--- src/rtl/mbscore_if_stage_if.sv ---
// Fetch-stage bus bundle: instruction-memory handshake, redirect input and decode-side output.
// The master modport is the fetch stage; the slave modport is its environment.
interface mbscore_if_stage_if #(
  parameter int DATA_WIDTH = 32
);
  logic                  imem_req;
  logic [DATA_WIDTH-1:0] imem_addr;
  logic                  imem_gnt;
  logic                  imem_rvalid;
  logic [DATA_WIDTH-1:0] imem_rdata;
  logic                  redirect_valid;
  logic [DATA_WIDTH-1:0] redirect_pc;
  logic                  out_valid;
  logic [DATA_WIDTH-1:0] out_inst;
  logic [DATA_WIDTH-1:0] out_pc;
  logic                  out_ready;

  modport master (
    output imem_req, imem_addr,
    input  imem_gnt, imem_rvalid, imem_rdata,
    input  redirect_valid, redirect_pc,
    output out_valid, out_inst, out_pc,
    input  out_ready
  );

  modport slave (
    input  imem_req, imem_addr,
    output imem_gnt, imem_rvalid, imem_rdata,
    output redirect_valid, redirect_pc,
    input  out_valid, out_inst, out_pc,
    output out_ready
  );
endinterface

--- src/rtl/mbscore_if_stage.sv ---
// MBScore instruction-fetch stage: owns the PC, keeps one memory read in flight and
// buffers returned words with their PCs in a small FIFO for the decode stage.
module mbscore_if_stage #(
  parameter int                    DATA_WIDTH = 32,
  parameter logic [DATA_WIDTH-1:0] RESET_PC   = 32'h0000_0000,
  parameter int                    FIFO_DEPTH = 2
) (
  input logic               clk,
  input logic               rst,
  mbscore_if_stage_if.master bus
);
  localparam int PW = (FIFO_DEPTH > 1) ? $clog2(FIFO_DEPTH) : 1;
  localparam int CW = PW + 1;
  localparam logic [CW-1:0]         DEPTH_C   = CW'(FIFO_DEPTH);
  localparam logic [CW-1:0]         CNT_ONE   = CW'(1);
  localparam logic [PW-1:0]         PTR_ONE   = PW'(1);
  localparam logic [DATA_WIDTH-1:0] PC_STEP   = DATA_WIDTH'(4);
  localparam logic [DATA_WIDTH-1:0] WORD_MASK = ~DATA_WIDTH'(3);

  typedef enum logic [1:0] {
    ST_RUN  = 2'd0,
    ST_WAIT = 2'd1,
    ST_DROP = 2'd2
  } state_t;

  state_t                r_state;
  state_t                w_stateNext;
  logic [DATA_WIDTH-1:0] r_pc;
  logic [DATA_WIDTH-1:0] r_reqPc;
  logic [DATA_WIDTH-1:0] r_bufInst [FIFO_DEPTH];
  logic [DATA_WIDTH-1:0] r_bufPc   [FIFO_DEPTH];
  logic [PW-1:0]         r_rdPtr;
  logic [PW-1:0]         r_wrPtr;
  logic [CW-1:0]         r_count;

  logic w_redirect;
  logic w_req;
  logic w_fire;
  logic w_push;
  logic w_pop;

  assign w_redirect = bus.redirect_valid;
  assign w_req      = !rst && (r_state == ST_RUN) && (r_count < DEPTH_C) && !w_redirect;
  assign w_fire     = w_req && bus.imem_gnt;
  assign w_push     = !w_redirect && (r_state == ST_WAIT) && bus.imem_rvalid;
  assign w_pop      = !w_redirect && (r_count != '0) && bus.out_ready;

  assign bus.imem_req  = w_req;
  assign bus.imem_addr = r_pc;
  assign bus.out_valid = (r_count != '0);
  assign bus.out_inst  = r_bufInst[r_rdPtr];
  assign bus.out_pc    = r_bufPc[r_rdPtr];

  // A redirect retires a pending response if it arrives now, otherwise marks it for discard.
  always_comb begin
    w_stateNext = r_state;
    if (w_redirect) begin
      case (r_state)
        ST_WAIT, ST_DROP: w_stateNext = bus.imem_rvalid ? ST_RUN : ST_DROP;
        default:          w_stateNext = ST_RUN;
      endcase
    end else begin
      case (r_state)
        ST_RUN:           if (w_fire)           w_stateNext = ST_WAIT;
        ST_WAIT, ST_DROP: if (bus.imem_rvalid)  w_stateNext = ST_RUN;
        default:          w_stateNext = ST_RUN;
      endcase
    end
  end

  always_ff @(posedge clk) begin
    if (rst) r_state <= ST_RUN;
    else     r_state <= w_stateNext;
  end

  always_ff @(posedge clk) begin
    if (rst) begin
      r_pc    <= RESET_PC;
      r_reqPc <= '0;
    end else if (w_redirect) begin
      r_pc <= bus.redirect_pc & WORD_MASK;
    end else if (w_fire) begin
      r_reqPc <= r_pc;
      r_pc    <= r_pc + PC_STEP;
    end
  end

  // Storage is cleared on reset so the head reads as zero until the first push.
  always_ff @(posedge clk) begin
    if (rst) begin
      r_rdPtr <= '0;
      r_wrPtr <= '0;
      r_count <= '0;
      for (int i = 0; i < FIFO_DEPTH; i++) begin
        r_bufInst[i] <= '0;
        r_bufPc[i]   <= '0;
      end
    end else if (w_redirect) begin
      r_rdPtr <= '0;
      r_wrPtr <= '0;
      r_count <= '0;
    end else begin
      if (w_push) begin
        r_bufInst[r_wrPtr] <= bus.imem_rdata;
        r_bufPc[r_wrPtr]   <= r_reqPc;
        r_wrPtr            <= r_wrPtr + PTR_ONE;
      end
      if (w_pop) r_rdPtr <= r_rdPtr + PTR_ONE;
      case ({w_push, w_pop})
        2'b10:   r_count <= r_count + CNT_ONE;
        2'b01:   r_count <= r_count - CNT_ONE;
        default: r_count <= r_count;
      endcase
    end
  end
endmodule

--- src/flat_wrapper.sv ---
// flat-port wrapper written by rule: the top's interface ports become plain ports
module mbscore_if_stage_flat 
#(
  parameter int                    DATA_WIDTH = 32,
  parameter logic [DATA_WIDTH-1:0] RESET_PC   = 32'h0000_0000,
  parameter int                    FIFO_DEPTH = 2
)
  (clk, rst, bus_imem_req, bus_imem_addr, bus_imem_gnt, bus_imem_rvalid, bus_imem_rdata, bus_redirect_valid, bus_redirect_pc, bus_out_valid, bus_out_inst, bus_out_pc, bus_out_ready);
  mbscore_if_stage_if #(.DATA_WIDTH(DATA_WIDTH)) bus_i ();
  input logic clk;
  input logic rst;
  output wire logic [$bits(bus_i.imem_req)-1:0] bus_imem_req;
  output wire logic [$bits(bus_i.imem_addr)-1:0] bus_imem_addr;
  input wire logic [$bits(bus_i.imem_gnt)-1:0] bus_imem_gnt;
  input wire logic [$bits(bus_i.imem_rvalid)-1:0] bus_imem_rvalid;
  input wire logic [$bits(bus_i.imem_rdata)-1:0] bus_imem_rdata;
  input wire logic [$bits(bus_i.redirect_valid)-1:0] bus_redirect_valid;
  input wire logic [$bits(bus_i.redirect_pc)-1:0] bus_redirect_pc;
  output wire logic [$bits(bus_i.out_valid)-1:0] bus_out_valid;
  output wire logic [$bits(bus_i.out_inst)-1:0] bus_out_inst;
  output wire logic [$bits(bus_i.out_pc)-1:0] bus_out_pc;
  input wire logic [$bits(bus_i.out_ready)-1:0] bus_out_ready;
  assign bus_imem_req = bus_i.imem_req;
  assign bus_imem_addr = bus_i.imem_addr;
  assign bus_i.imem_gnt = bus_imem_gnt;
  assign bus_i.imem_rvalid = bus_imem_rvalid;
  assign bus_i.imem_rdata = bus_imem_rdata;
  assign bus_i.redirect_valid = bus_redirect_valid;
  assign bus_i.redirect_pc = bus_redirect_pc;
  assign bus_out_valid = bus_i.out_valid;
  assign bus_out_inst = bus_i.out_inst;
  assign bus_out_pc = bus_i.out_pc;
  assign bus_i.out_ready = bus_out_ready;
  mbscore_if_stage #(.DATA_WIDTH(DATA_WIDTH), .RESET_PC(RESET_PC), .FIFO_DEPTH(FIFO_DEPTH)) u_core (.clk(clk), .rst(rst), .bus(bus_i));
endmodule
--- config.mk ---
export PLATFORM = sky130hd
export DESIGN_NAME = mbscore_if_stage_flat
export DESIGN_NICKNAME = d
export VERILOG_FILES = /design/src/rtl/mbscore_if_stage_if.sv /design/src/rtl/mbscore_if_stage.sv /design/src/flat_wrapper.sv
export SDC_FILE = /design/constraint.sdc
export NUM_CORES = 1
export LEC_CHECK = 0
export BUFFER_PORTS_ARGS = -buffer_cell sky130_fd_sc_hd__buf_2
export CORE_MARGIN = 2
export CORE_UTILIZATION = 59
export CTS_CLUSTER_SIZE = 10
export DETAILED_ROUTE_END_ITERATION = 7
export GPL_ROUTABILITY_DRIVEN = 0
export PLACE_DENSITY = 0.91
export SLEW_MARGIN = 20
export SYNTH_ARGS = -nofsm -noshare
export SYNTH_HDL_FRONTEND = slang
export SYNTH_SLANG_ARGS = --single-unit
--- constraint.sdc ---
create_clock -name clk -period 6.6 [get_ports clk]
set_input_delay 1.32 -clock clk [delete_from_list [all_inputs] [get_ports clk]]
set_output_delay 1.32 -clock clk [all_outputs]
set_load 0.01 [all_outputs]
==> summary.txt <==
hold violation total from the final report = 0
asr flop ratio synth = 0%
post-layout net count = 941
share of cells above drive strength 1 = 31.14%
final worst clock skew = 0.005424 ns
Max-slew headroom = 31.58%
clk buf depth = 2
CTS Sinks = 191
Tcrit/Tclk final = 61.41%
total negative setup slack = 0 ns
status = finished, final reports clean
via/cell ratio = 5.652
Detailed Place HPWL = 11.23 mm
Worst Path Required = 6.68 ns
maximum VDD drop = 171.3 µV
CTS tree = built
Power per Cell Area = 257.3 nW/µm²
worst-path fanout max = 42
clock root cell = clkbuf_16
register clock-pin slew on the reported worst setup and hold paths = 0.06 ns
Tmin final = 4.053 ns
synth top area cells = edfxtp_1 44%, dfxtp_1 16%, and2_1 9.9%
predominant post-synthesis flop cell = edfxtp_1
initial antenna violation count = 0
final instance area = 10010 µm²
DR iter-0 viols = 585
Post-synth EDFFs = 124
Final ANT Viol Nets = 0
Die X = 123.8 µm
DRC viols = 0
mean post-synth cell area = 11.63 µm²
core box area = 13930 µm²
Rows = 43
Starting Density = 60.75%
Arr. time, crit path = 4.13 ns
PortBufs = 161
max-slew violation count = 0
vias in the first global route = 5599
sequential area share after synthesis = 59.83%
H-Tree Depth = 4
leakage = 3.966 nW
routed wire length = 18.21 mm
synth-to-layout area growth = 18.22%
Post-Syn Instances = 728
post-synthesis register bit count = 191
dominant cell type by area after synthesis = edfxtp_1
cts bufs inserted = 17
Max Cap Viol = 0
first-pass GRT wire length = 28.36 mm
die area = 15320 µm²
crit path buf inv count = 3
postcts setup bufs = 0
hold_buf cts = 0
die height = 123.8 µm
critical setup path kind = primary input to flip-flop
Worst Setup Start Kind = primary input
total gr overflow = 0
fmax = 246.7 MHz
Synth top area share = 43.98%
Crit. End Element = flip-flop
1st-pass router iterations = 5
Worst Hold Class = flip-flop to flip-flop
critical path's largest stage delay = 0.89 ns
Post-Syn Area = 8466 µm²
Tot GR Track Use = 24.20%
Least-Margin Pin Slew = 1.024 ns
DP Area = 9366 µm²
CP max-delay cell = o21bai_4
clk_lat worst skew = 0.42 ns
Ys Warns = 0
endpoints failing setup = 0
cells along the critical path = buf_2 > inv_1 > nand3_1 > o21bai_4 > buf_4
top-level port count = 168
Worst path top cell family by delay = buffers and inverters
unrepaired setup endpoints after global routing = no
largest net degree at the start of global routing = 72
Routed WL per cell = 17.18 µm
post-cts resize count = 0
unique cell type count in the Yosys netlist = 47
Antenna Cells = 0
via count = 5991
## worst min-delay path, stage by stage (launching register included)
cell and delay [ns]:
dfxtp_1 0.32, nand2_1 0.05, a21oi_1 0.05
## area by class of cell
| cell class | instances | area, µm² |
|---|---|---|
| well taps | 180 | 225.2 |
| repair buffers | 168 | 858.3 |
| multi-input cells | 482 | 3202 |
| flip-flops and latches | 191 | 5066 |
| fillers | 992 | 3926 |
| clock buffers | 24 | 504.2 |
| inverters | 7 | 26.28 |
| clock inverters | 8 | 126.4 |
## cell families after synthesis
kind of cell	Yosys count	share of synthesized area, %
and+or+nand+nor	288	19.08
DFF	191	59.83
AOI/OAI and AO/OA	109	7.745
muxes	62	8.247
buffers and inverters	58	2.912
xor gates and xnor gates	15	1.552
adders and majority gates	4	0.5912
other	1	0.04430
## report_power, final
part / internal [mW] / switching, mW / total [mW]
logic: 0.0642 / 0.0923 / 0.156
registers: 1.31 / 0.0300 / 1.34
clock network: 0.653 / 0.425 / 1.08
total: 2.03 / 0.547 / 2.58
## stage by stage
step / setup WS (ns) / power (mW) / cells / hold slack, ns / util, %
final: 2.547 / 2.575 / 1060 / 0.4639 / 71.82
after global routing: 2.374 / 2.646 / 1060 / 0.4900 / 71.82
after CTS: 2.559 / 2.580 / 1060 / 0.4671 / 71.74
after detailed placement: 2.116 / 1.521 / 1028 / 0.4556 / 67.22
after global placement: 2.186 / 1.514 / 1028 / 0.4475 / 67.22
after floorplan: 1.709 / 1.450 / 731 / 0.4401 / -
## registers in the layout, summed over array words and instances, names as in the netlist, named ones only
signal	flops
u_core.r_count	2
u_core.r_rdPtr	1
u_core.r_bufPc	60
u_core.r_wrPtr	1
u_core.bus.imem_addr	30
u_core.r_state	2
u_core.r_reqPc	30
u_core.r_bufInst	64
## synthesized netlist by cell type (2+ instances only)
cell / n
o22ai_1: 11
and3_1: 7
nor3_1: 10
mux2_2: 62
o21bai_1: 2
o211ai_1: 2
a32oi_1: 4
a22oi_1: 4
nand2_1: 78
clkbuf_1: 39
nor4b_1: 2
and4_1: 3
dfxtp_1: 67
nand4_1: 4
and2_1: 134
inv_1: 7
or2_2: 2
o311ai_0: 5
a2bb2oi_1: 2
buf_4: 6
nor4_1: 4
edfxtp_1: 124
buf_2: 5
o21ai_0: 8
nand3_1: 13
xnor2_1: 4
or3_1: 2
xor2_1: 11
a31oi_1: 15
a21oi_1: 52
ha_1: 4
or4_1: 5
nor2_1: 16
## metal layers
metal | vias up | track usage, % | part of all wire, %
li1 | 2879 | - | -
met1 | 2862 | 33.22 | 44
met5 | - | 0 | 0
met2 | 229 | 39.22 | 48
met4 | 0 | 7.386 | 1.1
met3 | 21 | 4.670 | 6.9
## layout by cell type, fill, tap and decap left out, types with 8 or more instances in the layout
cell type / instances
o22ai_1: 11
buf_2: 161
and2_1: 134
a21oi_1: 52
nor3_1: 9
edfxtp_1: 124
a31oi_1: 15
clkbuf_16: 19
nand2_1: 77
xor2_1: 11
mux2_2: 62
dfxtp_1: 66
nor2_1: 16
o21ai_0: 8
nand3_1: 13
## path summary, 6_finish.rpt
path	startpoint	end	slack, ns	cells past startpoint
setup / recovery	bus_redirect_valid	u_core.r_bufInst[0][10]	2.55	5
hold / removal	u_core.r_reqPc[7]	u_core.r_reqPc[7]	0.46	2
setup reg to reg	u_core.r_state[1]	u_core.r_bufInst[1][18]	3.54	7
hold reg to reg	u_core.r_reqPc[7]	u_core.r_reqPc[7]	0.46	2
Note: power is estimated with default switching activity, not from simulation.
